<file path="src/rtl/mspe_stream_pkg.sv">
// Shared stream definitions for the mspe beat interface.
// The packer, the mspe core and their benches all import this package.
package mspe_stream_pkg;

   localparam int ST_DATA_W  = 512;
   localparam int ST_WORD_W  = 32;
   localparam int ST_LANES   = ST_DATA_W / ST_WORD_W;
   localparam int ST_EMPTY_W = $clog2(ST_DATA_W / 8);

   typedef struct packed {
      logic [ST_DATA_W-1:0]  data;
      logic                  sop;
      logic                  eop;
      logic [ST_EMPTY_W-1:0] empty;
   } st_beat_t;

endpackage

</file>
<file path="src/rtl/mspe_st_packer.sv">
// Packs 32-bit words into 512-bit stream beats with sop/eop/empty.
// One pack register feeds one output register, giving two beats of buffering.
module mspe_st_packer
   import mspe_stream_pkg::*;
#(
   parameter int DATA_W = ST_DATA_W,
   parameter int WORD_W = ST_WORD_W,
   localparam int LANES   = DATA_W / WORD_W,
   localparam int EMPTY_W = $clog2(DATA_W / 8)
) (
   input  logic               clk,
   input  logic               reset,
   input  logic [WORD_W-1:0]  in_data,
   input  logic               in_valid,
   input  logic               in_last,
   output logic               in_ready,
   output logic [DATA_W-1:0]  src_data,
   output logic               src_valid,
   output logic               src_sop,
   output logic               src_eop,
   output logic [EMPTY_W-1:0] src_empty,
   input  logic               src_ready,
   output logic [31:0]        pkt_count,
   output logic               busy
);

   localparam int LANE_W = $clog2(LANES);
   localparam logic [LANE_W-1:0]  LAST_LANE  = LANE_W'(LANES - 1);
   localparam logic [EMPTY_W-1:0] WORD_BYTES = EMPTY_W'(WORD_W / 8);

   logic [LANES-1:0][WORD_W-1:0] pack;
   logic [LANE_W-1:0]            lane;
   logic                         pack_full;
   logic                         pack_last;
   logic                         sop_armed;

   st_beat_t                     out_beat;
   logic                         out_valid;

   logic                         out_free;
   logic                         xfer;
   logic                         accept;
   logic [LANE_W-1:0]            wr_lane;
   logic                         completes;
   logic [EMPTY_W-1:0]           beat_empty;

   always_comb begin
      out_free   = !out_valid || src_ready;
      in_ready   = !pack_full || out_free;
      xfer       = pack_full && out_free;
      accept     = in_valid && in_ready;
      // A transfer clears the pack this cycle, so a word accepted alongside it lands in lane 0.
      wr_lane    = xfer ? '0 : lane;
      completes  = (wr_lane == LAST_LANE) || in_last;
      beat_empty = '0;
      if (pack_last) begin
         beat_empty = EMPTY_W'(LAST_LANE - lane) * WORD_BYTES;
      end
   end

   always_ff @(posedge clk) begin
      if (reset) begin
         out_beat  <= '0;
         out_valid <= 1'b0;
         sop_armed <= 1'b1;
         pkt_count <= '0;
      end else begin
         if (xfer) begin
            out_beat.data  <= pack;
            out_beat.sop   <= sop_armed;
            out_beat.eop   <= pack_last;
            out_beat.empty <= beat_empty;
            out_valid      <= 1'b1;
            sop_armed      <= pack_last;
         end else if (out_valid && src_ready) begin
            out_valid <= 1'b0;
         end
         if (out_valid && src_ready && out_beat.eop) begin
            pkt_count <= pkt_count + 32'd1;
         end
      end
   end

   always_ff @(posedge clk) begin
      if (reset) begin
         pack      <= '0;
         lane      <= '0;
         pack_full <= 1'b0;
         pack_last <= 1'b0;
      end else begin
         if (xfer) begin
            pack      <= '0;
            lane      <= '0;
            pack_full <= 1'b0;
         end
         if (accept) begin
            pack[wr_lane] <= in_data;
            if (completes) begin
               pack_full <= 1'b1;
               pack_last <= in_last;
               lane      <= wr_lane;
            end else begin
               lane <= wr_lane + 1'b1;
            end
         end
      end
   end

   assign src_data  = out_beat.data;
   assign src_valid = out_valid;
   assign src_sop   = out_beat.sop;
   assign src_eop   = out_beat.eop;
   assign src_empty = out_beat.empty;
   assign busy      = (lane != '0) || pack_full || out_valid;

endmodule

</file>
<file path="config.mk">
export PLATFORM = sky130hd
export DESIGN_NAME = mspe_st_packer
export DESIGN_NICKNAME = d
export VERILOG_FILES = /design/src/rtl/mspe_stream_pkg.sv /design/src/rtl/mspe_st_packer.sv
export SDC_FILE = /design/constraint.sdc
export NUM_CORES = 2
export LEC_CHECK = 0
export CAP_MARGIN = 20
export CORE_MARGIN = 2
export CORE_UTILIZATION = 40
export CTS_BUF_LIST = sky130_fd_sc_hd__clkbuf_2
export CTS_CLUSTER_SIZE = 8
export DETAILED_ROUTE_END_ITERATION = 12
export PLACE_DENSITY = 0.7
export SYNTH_ARGS = -nofsm -noshare
export SYNTH_HDL_FRONTEND = slang
export SYNTH_SLANG_ARGS = --single-unit
</file>
<file path="constraint.sdc">
create_clock -name clk -period 2.6 [get_ports clk]
set_clock_uncertainty 0.15 [all_clocks]
set_input_delay 0.52 -clock clk [delete_from_list [all_inputs] [get_ports clk]]
set_output_delay 0.52 -clock clk [all_outputs]
set_load 0.01 [all_outputs]
</file>
==> qor.csv <==
metric;value;unit
grt_usage;29.8;%
critPathRequiredTime;1.93;ns
grt_pass1_wl;231000;microns
vias_per_cell;5.61;
hold_viol;0;
antenna_left;0;
worstMarginPinSlew;1.25;ns
io_pins;592;
ir_drop;0.298;mV
numCtsBuffers;290;
io_buffers;589;
maxCapViolCount;0;
first_global_vias;37700;
violations;negative setup slack;
max_freq;306;MHz
syn_area_per_cell;8.01;sq um
drt_iter0_markers;4540;
clk_latency;1.48;ns
synth-edff-count;0;
cts.clk_slew.worst_paths;0.10;ns
routed_wl;158000;microns
r2r_end;pack[446]$_SDFF_PP0_;
power_density;553;mW/mm^2
grt_setup_unrepaired;true;
ff2ff_path_depth;11;
dp_cells;6485;
status;finished, violations left;
syn_inst;4908;
drt_pre_antenna_iters;9;
end_kind;primary output;
hp-start;pack[223]$_SDFF_PP0_;
holdCritPathClass;reg -> reg;
grt_max_degree;112;
finalSetupViolCount;298;
rows;114;
final_nets;5745;
synth-seq-cells;1070;
async_reset_ff_share;0;%
seq_area_frac_synth;54.5;%
drv_slew;0;
rr_startpoint;src_valid$_SDFFE_PP0P_;
synth_ff_type;dfxtp_1;
ys_types;57;
regToRegSetupSlack;0.12;ns
min_period;3.27;ns
gp_congestion;0.849;
gr-total-overflow;0;
fin_cells;7149;
die_w;318;microns
drc;0;
syn_area;0.0393;sq mm
initial_core_util;40.5;%
min_to;src_data[223]$_SDFFE_PP0P_;
cts-root-buf;clkbuf_2;
fp.coreArea;0.0970;sq mm
clockBufferDepth;4;
power.leakage;19.4;nW
antenna_found_initial;10;
via_count;40100;
dieArea;0.101;sq mm
die_y;318;microns
path_class;reg -> out;
h-tree-depth;5;
yosysWarnings;0;
dp_hpwl;96100;microns
cts_tree;yes;
wire_per_inst;22.1;microns
start_kind;register;
crit_arrival;2.60;ns
crit_fanout;2;
cts.sinks;1070;
holdWs;0.207;ns
drive_gt1_share;33.2;%
maxSlewHeadroom;16.7;%
timing.final.ws_setup;-0.668;ns
hold_depth;2;
syn2layout_area_growth;37.1;%
post-route-period-util;126;%
## state kept, by name (all words and copies together) (netlist names)
register / count
src_empty: 4
pack: 512
sop_armed: 1
lane: 4
pack_last: 1
src_eop: 1
pkt_count: 32
src_valid: 1
src_data: 512
src_sop: 1
pack_full: 1
## cell usage after synthesis (6+ instances only)
| cell | instances | share of area [%] |
|---|---|---|
| nor2b_1 | 7 | 0.11 |
| a21oi_1 | 1050 | 13 |
| and4_1 | 9 | 0.20 |
| nand2_1 | 1399 | 13 |
| nor2_1 | 19 | 0.18 |
| nor4_1 | 6 | 0.095 |
| xnor2_1 | 8 | 0.18 |
| nand4_1 | 114 | 1.8 |
| clkbuf_1 | 376 | 3.6 |
| o311ai_1 | 11 | 0.25 |
| o31ai_1 | 13 | 0.25 |
| o311ai_0 | 85 | 1.9 |
| or4_1 | 13 | 0.25 |
| nand3_1 | 495 | 6.3 |
| buf_1 | 45 | 0.43 |
| buf_2 | 102 | 1.3 |
| dfxtp_1 | 1070 | 54 |
## what timing repair did
action | 4_1_cts | 5_1_grt
gates resized for setup | 3490 | 31
hold buffers | 95 | 0
pin swaps | 3 | 0
buffers inserted | 73 | 38
gates cloned | 1 | 0
endpoints found under the setup margin | 553 | 675
hold endpoints to repair | 1070 | 0
## stage by stage
step	cell area (sq um)	TNS (ns)	util (%)	total power (W)	setup WS [ns]
floorplan	39300	0	-	0.0177	0.330
global placement	47800	-54.94	49.3	0.0186	-0.203
detailed placement	47800	-91.28	49.3	0.0186	-0.219
CTS	53600	-121.76	55.2	0.0301	-0.870
global route	53900	-98.09	55.6	0.0310	-0.838
finish	53900	-10.71	55.6	0.0298	-0.668
## metal layers
metal | routed length, microns | up-vias | part of all wire (%) | track usage [%]
li1 | - | 18400 | - | -
met1 | 61300 | 19200 | 39 | 36.6
met2 | 74200 | 2006 | 47 | 47.8
met3 | 13200 | 413 | 8.4 | 6.56
met4 | 9170 | 0 | 5.8 | 18.3
met5 | 0 | - | 0 | 0
## layout make-up
type                    instances  area [sq um]
fillers                      8713         43100
diodes                          1          2.50
clock inverters                63           399
repair buffers               1033         11500
clock buffers                 394          1970
inverters                       7          27.5
multi-input cells            3305         15900
flip-flops and latches       1070         22500
well taps                    1276          1600
## how the worst max path moves through the flow
stage / startpoint / to / slack, ns / cells after the start
finish: lane[1]$_SDFF_PP0_ / busy / -0.67 / 3
detailed placement: src_ready / pack[397]$_SDFF_PP0_ / -0.22 / 8
floorplan: pack_full$_SDFF_PP0_ / busy / 0.33 / 5
global route: lane[1]$_SDFF_PP0_ / busy / -0.84 / 3
CTS: lane[1]$_SDFF_PP0_ / busy / -0.87 / 3
global placement: src_ready / pack[157]$_SDFF_PP0_ / -0.20 / 8
## cell families after synthesis
family | count (synthesis) | share of synthesized area [%]
flip-flops | 1070 | 54.5
XOR/XNOR | 13 | 0.290
other | 1 | 0.00954
buffers and inverters | 534 | 5.46
multiplexers | 3 | 0.0859
AND/OR/NAND/NOR | 2096 | 23.0
AO/OA/AOI/OAI | 1190 | 16.7
adder cells (fa/ha/maj) | 1 | 0.0318
## layout by cell type, fill, tap and decap left out, drive strengths merged, types with 6 or more instances in the layout
master and count:
a2111oi 7, a21oi 1050, and4 9, buf 952, bufinv 6, clkbuf 394, clkinv 50, dfxtp 1070
dlygate4sd3 78, inv 14, nand2 1400, nand3 495, nand4 116, nor2 20, nor2b 7, nor4 8
o2111ai 6, o311ai 96, o31ai 13, or4 13, xnor2 8
## worst max-delay path: stages (launching register included)
cell     delay (ns)
dfxtp_2        0.33
or3_4          0.38
or3_4          0.33
buf_6          0.14
## where the power goes
group          total [W]  switching (W)  internal, W
Sequential        0.0163      0.0000463       0.0163
Clock             0.0114        0.00682      0.00462
Combinational    0.00204        0.00144     0.000600
Total             0.0298        0.00831       0.0215
No activity file was read; power rests on OpenSTA's default activity.
